===== config.mk =====
export PLATFORM = sky130hd
export DESIGN_NAME = mmc5_snd_ctrl
export DESIGN_NICKNAME = d
export VERILOG_FILES = /design/src/rtl/mmc5_snd_ctrl.sv
export SDC_FILE = /design/constraint.sdc
export NUM_CORES = 1
export LEC_CHECK = 0
export BUFFER_PORTS_ARGS = -buffer_cell sky130_fd_sc_hd__buf_2
export CORE_MARGIN = 4
export CORE_UTILIZATION = 40
export CTS_BUF_LIST = sky130_fd_sc_hd__clkbuf_8
export CTS_CLUSTER_DIAMETER = 30
export DETAILED_ROUTE_END_ITERATION = 6
export HOLD_SLACK_MARGIN = 0.03
export PLACE_DENSITY = 0.72
export SLEW_MARGIN = 10
export SYNTH_ARGS = -nofsm -noshare
export SYNTH_HDL_FRONTEND = slang
export SYNTH_SLANG_ARGS = --single-unit

===== constraint.sdc =====
create_clock -name m2 -period 2 [get_ports m2]
set_input_delay 0.1 -clock m2 [delete_from_list [all_inputs] [get_ports m2]]
set_output_delay 0.1 -clock m2 [all_outputs]
set_load 0.02 [all_outputs]

===== src/rtl/mmc5_snd_ctrl.sv =====
// MMC5 expansion-audio control: frame sequencer strobes, channel enables,
// raw PCM register / PRG-read PCM capture with IRQ, and $5010/$5015 readback.
module mmc5_snd_ctrl #(
   parameter int unsigned FRAME_LEN = 29830,
   parameter int unsigned Q1        = 7457,
   parameter int unsigned Q2        = 14912,
   parameter int unsigned Q3        = 22370,
   parameter int unsigned Q4        = 29828
) (
   input  logic        m2,
   input  logic        rst,
   input  logic [7:0]  cpu_dat,
   input  logic [14:0] cpu_addr,
   input  logic        cpu_rw,
   input  logic        cpu_ce,
   input  logic        prg_rd,
   input  logic [1:0]  len_nz,
   output logic        e_clk,
   output logic        l_clk,
   output logic [1:0]  ch_en,
   output logic [7:0]  pcm,
   output logic        irq_n,
   output logic [7:0]  dout,
   output logic        dout_oe
);

   localparam int unsigned CTR_W     = $clog2(FRAME_LEN);
   localparam logic [14:0] ADDR_CTRL = 15'h5010;
   localparam logic [14:0] ADDR_RAW  = 15'h5011;
   localparam logic [14:0] ADDR_STAT = 15'h5015;

   logic [CTR_W-1:0] frame_ctr;
   logic [CTR_W-1:0] frame_nxt;
   logic             quarter;
   logic             half;
   logic             mode;
   logic             mode_nxt;
   logic             irq_en;
   logic             irq_en_nxt;
   logic             irq_pending;
   logic             pend_nxt;
   logic [1:0]       ch_en_nxt;
   logic [7:0]       pcm_nxt;
   logic             wr;
   logic             rd;
   logic             hit_ctrl;
   logic             hit_raw;
   logic             hit_stat;

   assign wr       = cpu_ce & ~cpu_rw;
   assign rd       = cpu_ce & cpu_rw;
   assign hit_ctrl = (cpu_addr == ADDR_CTRL);
   assign hit_raw  = (cpu_addr == ADDR_RAW);
   assign hit_stat = (cpu_addr == ADDR_STAT);

   // Next-state for the frame sequencer and the register file
   always_comb begin
      frame_nxt  = frame_ctr + CTR_W'(1);
      quarter    = 1'b0;
      half       = 1'b0;
      ch_en_nxt  = ch_en;
      mode_nxt   = mode;
      irq_en_nxt = irq_en;
      pend_nxt   = irq_pending;
      pcm_nxt    = pcm;

      if (frame_ctr == CTR_W'(FRAME_LEN - 1))
         frame_nxt = '0;
      if ((frame_ctr == CTR_W'(Q2)) || (frame_ctr == CTR_W'(Q4)))
         half = 1'b1;
      if (half || (frame_ctr == CTR_W'(Q1)) || (frame_ctr == CTR_W'(Q3)))
         quarter = 1'b1;

      if (wr && hit_stat)
         ch_en_nxt = cpu_dat[1:0];
      if (wr && hit_ctrl) begin
         mode_nxt   = cpu_dat[0];
         irq_en_nxt = cpu_dat[7];
      end
      if (!mode && wr && hit_raw && (cpu_dat != 8'h00))
         pcm_nxt = cpu_dat;

      // Status read acknowledges the IRQ, but a zero sample on the same edge re-arms it
      if (rd && hit_ctrl)
         pend_nxt = 1'b0;
      if (mode && prg_rd) begin
         if (cpu_dat != 8'h00)
            pcm_nxt = cpu_dat;
         else
            pend_nxt = 1'b1;
      end
   end

   always_ff @(negedge m2 or negedge rst) begin
      if (!rst) begin
         frame_ctr   <= '0;
         e_clk       <= 1'b0;
         l_clk       <= 1'b0;
         ch_en       <= 2'b00;
         mode        <= 1'b0;
         irq_en      <= 1'b0;
         irq_pending <= 1'b0;
         pcm         <= 8'h00;
         irq_n       <= 1'b1;
      end else begin
         frame_ctr   <= frame_nxt;
         e_clk       <= quarter;
         l_clk       <= half;
         ch_en       <= ch_en_nxt;
         mode        <= mode_nxt;
         irq_en      <= irq_en_nxt;
         irq_pending <= pend_nxt;
         pcm         <= pcm_nxt;
         irq_n       <= ~(irq_pending & irq_en);
      end
   end

   // Readback is combinational so the CPU sees it within the current read cycle
   always_comb begin
      dout    = 8'h00;
      dout_oe = 1'b0;
      if (rd && hit_ctrl) begin
         dout    = {irq_pending, 7'b0};
         dout_oe = 1'b1;
      end else if (rd && hit_stat) begin
         dout    = {6'b0, len_nz};
         dout_oe = 1'b1;
      end
   end

endmodule

* Yosys cells after proc, flatten, opt, wreduce, memory -nomap -nowiden *
Index checks and enable logic that the tools add are counted.

storage, ports and cells
  register bits after elaboration = 31
  bits in latches = 0
  RAM bits = 0
  memory bits (read-only) = 0
  input bits = 30
  output and inout bits = 22
  word-level logic and storage cells = 49
  memories = 0

operators by class
  add/sub/neg operators = 1
  multipliers = 0
  divide/modulo/power cells = 0
  $lt $le $gt $ge = 0
  equality and inequality tests = 8
  shift operators = 0
  mux-type cells = 13
  bitwise logic cells = 5
  reductions and logical operators = 13

operator list
  kind                                                                     count
  15-bit equality test, second input constant                              6
  8-bit 2-to-1 mux                                                         4
  15-bit by 1-bit adder with 15-bit output, second input constant          1
  15-bit by 13-bit equality test with 1-bit output, second input constant  1
  15-bit by 14-bit equality test with 1-bit output, second input constant  1
  15-bit 2-to-1 mux                                                        1
  1-bit logical AND                                                        8
  8-bit nonzero test                                                       1
  1-bit 2-to-1 mux                                                         7
  1-bit AND                                                                3
  1-bit logical OR                                                         3
  2-bit 2-to-1 mux                                                         1
  1-bit inverter                                                           2
  1-bit logical NOT                                                        1

* Logic depth before layout (Yosys ltp) *
Gate-level depths: netlist (run 1).

  depth after elaboration = 8
  mapped depth = 6
  mapped depth without buffers = 5

==> impl_metrics.json, run 1 <==
{
  "run_status": "complete, but fails checks",
  "violations": "negative setup slack",
  "critPathArrivalTime_ns": 2.03,
  "portBuffers": 46,
  "hold_depth": 1,
  "yosysSeqAreaShare": 0.415,
  "ys_types": 41,
  "r2r_slack_ns": 0.48,
  "grt_overflow": 0,
  "setup_tns_ns": -1.05,
  "drc": 0,
  "finalWorstSetupSlack_ns": -0.126,
  "dpl-instance-area_sq_um": 2320,
  "final_cell_mix": "buf_4, buf_2, dfrtn_1, nand2_1, nor2_1",
  "cts_sinks": 31,
  "final_common_cell": "buf_4",
  "holdPathEnd": "irq_n$_DFF_NN1_",
  "via_per_inst": 5.68,
  "antenna_found_initial": 0,
  "synth-edff-count": 0,
  "crit_path_max_fanout": 3,
  "maxSlewViolCount": 0,
  "path_class": "reg2out",
  "synth_area_sq_um": 1870,
  "grt_use_total": 0.181,
  "grt_pass1_wl_microns": 8490,
  "powerDensity_nw_per_um2": 489,
  "clock_path_buffers": 2,
  "skew_ns": 0.0448,
  "cap_viol_max_count": 0,
  "pin_count": 52,
  "clock_latency_ns": 0.33,
  "die_y_microns": 76.4,
  "worst-path-buf-inv": 1,
  "fp-row-count": 24,
  "drtPass1Iterations": 4,
  "power_leakage_nw": 1.31,
  "r2r_end": "frame_ctr[13]$_DFF_NN0_",
  "worstHoldPathType": "reg2reg",
  "grt_pass1_vias": 1808,
  "layout-drive-gt1-share": 0.433,
  "place_congestion": 0.834,
  "cp-end-kind": "primary output",
  "synth_flop_cell": "dfrtn_1",
  "fp.dieArea_sq_um": 5840,
  "slowest_stage": "dfrtn_1",
  "crit_required_ns": 1.90,
  "start_util": 0.421,
  "synth.avg_cell_area_sq_um": 9.60,
  "worst-path-stages": 2,
  "worstRegToRegCells": 4,
  "min-delay-start": "irq_en$_DFFE_NN0P_",
  "utilization": 0.608,
  "cts_buffers": 5,
  "holdWs_ns": 0.396,
  "cpLargestDelayFamily": "flip-flops",
  "wl_per_cell_microns": 16.5,
  "num-nets-final": 310,
  "areaGrowthSynthToFinish_pct": 44.4,
  "antenna_cells": 0,
  "synth_seq_cells": 31,
  "rsz0062_at_grt": "true",
  "ys_async_sr_fraction": 1.00,
  "yosysWarningCount": 0,
  "grt_max_degree": 18,
  "clkTransAtPathRegs_ns": 0.05,
  "cts_tree": "built",
  "slowest_delay_ns": 0.44,
  "fin_cells": 329,
  "hold_buffers": 0,
  "dp.cells": 306,
  "finalHoldViolations": 0,
  "peakVddDrop_v": 0.000357,
  "ant_nets": 0,
  "finalSetupViolCount": 15,
  "design_area_sq_um": 2700,
  "path_cells": "and3_4, buf_6",
  "worstReg2RegStart": "frame_ctr[6]$_DFF_NN0_",
  "die_w_microns": 76.4,
  "start_kind": "flop",
  "synthCells": 195,
  "fillCellCount": 355,
  "htree_num_levels": 2,
  "core_area_sq_um": 4440,
  "root_buffer": "clkbuf_8",
  "hpwlAfterDp_microns": 3490,
  "routed_wirelength_microns": 5430,
  "num_vias": 1870,
  "drtIter0Drc": 77
}
-- layout make-up --
| cell class | count | area (sq um) | share of cell area |
|---|---|---|---|
| clock inverters | 2 | 7.51 | 0.00278 |
| multi-input cells | 152 | 1160 | 0.431 |
| inverters | 2 | 7.51 | 0.00278 |
| clock buffers | 7 | 96.3 | 0.0356 |
| flip-flops and latches | 31 | 777 | 0.288 |
| well taps | 52 | 65.1 | 0.0241 |
| repair buffers | 83 | 586 | 0.217 |
-- synth_stat cells, types with 2 or more instances --
cell	instances	area (sq um)
nand2_1	22	82.6
o31ai_1	2	15.0
nor4_1	3	18.8
o211ai_1	8	60.1
buf_4	6	45.0
mux2_1	4	45.0
and2_1	3	18.8
or4_1	3	22.5
and4_1	3	26.3
nand4_1	10	62.6
a221oi_1	8	70.1
nor2_1	12	45.0
and3_1	11	68.8
and3b_1	2	17.5
ha_1	4	50.1
xor2_1	7	61.3
nand3_1	14	70.1
nor3_1	5	25.0
clkbuf_1	6	22.5
xnor2_1	5	43.8
dfrtn_1	30	751
a21oi_1	3	15.0
inv_1	3	11.3
nor4bb_1	3	30.0
nor2_2	2	12.5
-- routing by layer --
layer	track usage	part of all wire	vias to the layer above
li1	-	-	883
met1	0.208	0.41	905
met2	0.313	0.50	69
met3	0.0496	0.067	13
met4	0.0761	0.023	0
met5	0	0	-
-- where the power goes --
group          switching [mW]  internal, mW  leakage [nW]
clock network           0.233         0.311        0.0610
logic                  0.0759        0.0707         0.877
registers           0.0000272         0.631         0.373
total                   0.309          1.01          1.31
-- how the worst max path moves through the flow --
stage / from / end
after global routing: irq_pending$_DFF_NN0_ / dout[7]
after floorplan: cpu_addr[5] / pcm[4]$_DFF_NN0_
after CTS: irq_pending$_DFF_NN0_ / dout[7]
final: irq_pending$_DFF_NN0_ / dout[7]
after global placement: cpu_addr[5] / ch_en[1]$_DFFE_NN0P_
after detailed placement: cpu_addr[5] / ch_en[0]$_DFFE_NN0P_
-- repair_timing --
action / 4_1_cts / 5_1_grt
setup buffers: 11 / 3
cloned: 1 / 0
resized for setup: 32 / 8
pin swaps: 11 / 9
setup endpoints to repair: 23 / 16
-- worst reg2reg max path, cell delays in order (launching register included) --
cell     delay (ns)
dfrtn_1        0.56
and4_4         0.30
nand4_1        0.12
or4_1          0.41
a21oi_1        0.15
-- flip-flops by register name (all words and copies together), names as in the netlist --
signal	cells
ch_en	2
e_clk	1
frame_ctr	15
irq_en	1
irq_n	1
irq_pending	1
l_clk	1
mode	1
pcm	8
-- stage by stage --
| step | total power [mW] | setup slack, ns |
|---|---|---|
| after floorplan | 0.693 | -0.190 |
| after global placement | 0.772 | -0.379 |
| after detailed placement | 0.773 | -0.449 |
| after CTS | 1.33 | -0.127 |
| after global routing | 1.38 | -0.146 |
| final | 1.32 | -0.126 |
-- cell families (layout without fill, tap and decap cells) --
| family | after synthesis | count (layout) | share of synthesized area |
|---|---|---|---|
| and+or+nand+nor | 105 | 105 | 0.338 |
| adders and majority gates | 4 | 4 | 0.0267 |
| muxes | 4 | 4 | 0.0241 |
| DFF | 31 | 31 | 0.415 |
| AOI/OAI and AO/OA | 22 | 22 | 0.0896 |
| other | 1 | 5 | 0.00200 |
| xor gates and xnor gates | 12 | 12 | 0.0561 |
| buffers and inverters | 16 | 94 | 0.0481 |
Note: power is estimated with default switching activity, not from simulation.
==> run 2, diff against run 1 <==
ABC_AREA = 1   (was default)
==> impl_metrics.json, run 2 <==
{
  "clock_path_buffers": 2,
  "wl_per_cell_microns": 11.3,
  "synth_seq_cells": 31,
  "portBuffers": 46,
  "synth_area_sq_um": 1820,
  "top_regs": "frame_ctr: 15 flops, pcm: 8 flops, ch_en: 2 flops",
  "combPwrFrac": 0.075,
  "critPathArrivalTime_ns": 1.99,
  "finalHoldViolations": 0,
  "grt_max_degree": 20,
  "ys_async_sr_fraction": 1.00,
  "die_y_microns": 75.4,
  "finalWorstSetupSlack_ns": -0.0920,
  "power_leakage_nw": 1.28,
  "fp.dieArea_sq_um": 5680,
  "die_w_microns": 75.4,
  "final_cell_mix": "nand2_1, inv_1, buf_2, dfrtn_1, buf_4",
  "synthCells": 242,
  "num-nets-final": 345,
  "core_area_sq_um": 4380,
  "violations": "negative setup slack",
  "htree_num_levels": 2,
  "crit_required_ns": 1.90,
  "synth_common_cells": "nand2_1, inv_1, dfrtn_1",
  "powerDensity_nw_per_um2": 500,
  "regMostFlops": "frame_ctr",
  "maxSlewViolCount": 0,
  "drtPass1Iterations": 4,
  "seqPwrFrac": 0.535,
  "synth-edff-count": 0,
  "grt_use_total": 0.163,
  "antenna_cells": 0,
  "fp-row-count": 24,
  "skew_ns": 0.0463,
  "cts_sinks": 31,
  "preCtsSetupSlack_ns": -0.259,
  "p_int_mw": 0.908,
  "run_status": "complete, but fails checks",
  "path_class": "reg2out",
  "final_common_cell": "nand2_1",
  "cap_viol_max_count": 0,
  "cts_tree": "built",
  "rsz0062_at_grt": "true",
  "root_buffer": "clkbuf_8",
  "num_vias": 1726,
  "synth_top_area_frac": 0.413,
  "power.net_switching_mw": 0.273,
  "utilization": 0.539,
  "setup_tns_ns": -0.144,
  "swShare": 0.231,
  "antenna_found_initial": 0,
  "p_clk_frac": 0.390,
  "dpl-instance-area_sq_um": 2210,
  "drtIter0Drc": 96,
  "place_congestion": 0.858,
  "hpwlAfterDp_microns": 3180,
  "areaGrowthSynthToFinish_pct": 30.0,
  "synth_flop_cell": "dfrtn_1",
  "layout-drive-gt1-share": 0.282,
  "design_area_sq_um": 2360,
  "ant_nets": 0,
  "peakVddDrop_v": 0.000243,
  "start_util": 0.414,
  "grt_overflow": 0,
  "drc": 0,
  "largest_register_ffs": 15,
  "ys_types": 26,
  "synth_most_common_cell": "nand2_1",
  "fillCellCount": 418,
  "yosysSeqAreaShare": 0.428,
  "grt_pass1_vias": 1684,
  "pin_count": 52,
  "yosysTopAreaCell": "dfrtn_1",
  "via_per_inst": 4.74,
  "yosysWarningCount": 0,
  "synth_area_leaders": "dfrtn_1, nand2_1, inv_1",
  "synth.avg_cell_area_sq_um": 7.51,
  "routed_wirelength_microns": 4120,
  "clock_latency_ns": 0.33,
  "cts_buffers": 5,
  "finalSetupViolCount": 2,
  "grt_pass1_wl_microns": 7190,
  "start_kind": "flop",
  "worstHoldPathType": "reg2reg",
  "finalPower_mw": 1.18,
  "crit_path_max_fanout": 2,
  "clkTransAtPathRegs_ns": 0.05,
  "cp-end-kind": "primary output"
}
-- run 2: stage by stage --
step,cells,hold WS (ns)
finish,364,0.390
floorplan,246,0.319
detailed placement,353,0.422
CTS,363,0.386
global placement,353,0.413
global route,364,0.391
-- run 2: cell type report --
type | count | area, sq um | share of cell area
Tap cell | 52 | 65.1 | 0.0275
Sequential cell | 31 | 777 | 0.329
Clock inverter | 4 | 16.3 | 0.00689
Clock buffer | 5 | 68.8 | 0.0291
Inverter | 40 | 150 | 0.0636
Timing Repair Buffer | 63 | 399 | 0.169
Multi-Input combinational cell | 169 | 886 | 0.375
-- run 2: cell families (layout without fill, tap and decap cells) --
family | count (synthesis) | in the layout | synth area share
DFF | 31 | 31 | 0.428
adders and majority gates | 4 | 4 | 0.0275
xor gates and xnor gates | 5 | 5 | 0.0241
and+or+nand+nor | 142 | 142 | 0.371
AOI/OAI and AO/OA | 13 | 13 | 0.0420
buffers and inverters | 46 | 112 | 0.105
other | 1 | 5 | 0.00206
-- run 2: what timing repair did --
item	in CTS	in global routing
setup endpoints to repair	2	19
setup buffers	2	1
hold buffers	0	0
gates resized for setup	4	14
pin swaps	1	1
-- run 2: metal layers --
layer	GRT usage	part of all wire
met4	0.0466	0.012
met3	0.0449	0.076
met2	0.277	0.47
met1	0.201	0.45
met5	0	0
-- run 2: power by group through the flow --
| stage | Sequential, mW | Clock (mW) | Combinational [mW] |
|---|---|---|---|
| 6_report | 0.632 | 0.460 | 0.0888 |
| 5_1_grt | 0.631 | 0.503 | 0.100 |
| 4_1_cts | 0.632 | 0.471 | 0.0881 |
| 3_5_place_dp | 0.642 | 0.00626 | 0.0882 |
| 3_3_place_gp | 0.642 | 0.00626 | 0.0862 |
| 2_1_floorplan | 0.643 | 0.00626 | 0.0293 |
-- run 2: worst paths after layout --
kind / start / endpoint / slack (ns) / cells after the start
max: irq_pending$_DFF_NN0_ / dout[7] / -0.09 / 3
min: irq_en$_DFFE_NN0P_ / irq_n$_DFF_NN1_ / 0.39 / 1
max reg2reg: frame_ctr[0]$_DFF_NN0_ / frame_ctr[12]$_DFF_NN0_ / 0.33 / 8
min reg2reg: irq_en$_DFFE_NN0P_ / irq_n$_DFF_NN1_ / 0.39 / 1
max in group asynchronous: rst / frame_ctr[3]$_DFF_NN0_ / 0.99 / 2
min in group asynchronous: rst / ch_en[0]$_DFFE_NN0P_ / 0.58 / 1
-- run 2: worst max-delay path, cell delays in order, from the launching register on --
cell and delay [ns]:
dfrtn_1 0.43, inv_2 0.05, nor2_1 0.08, buf_4 0.14
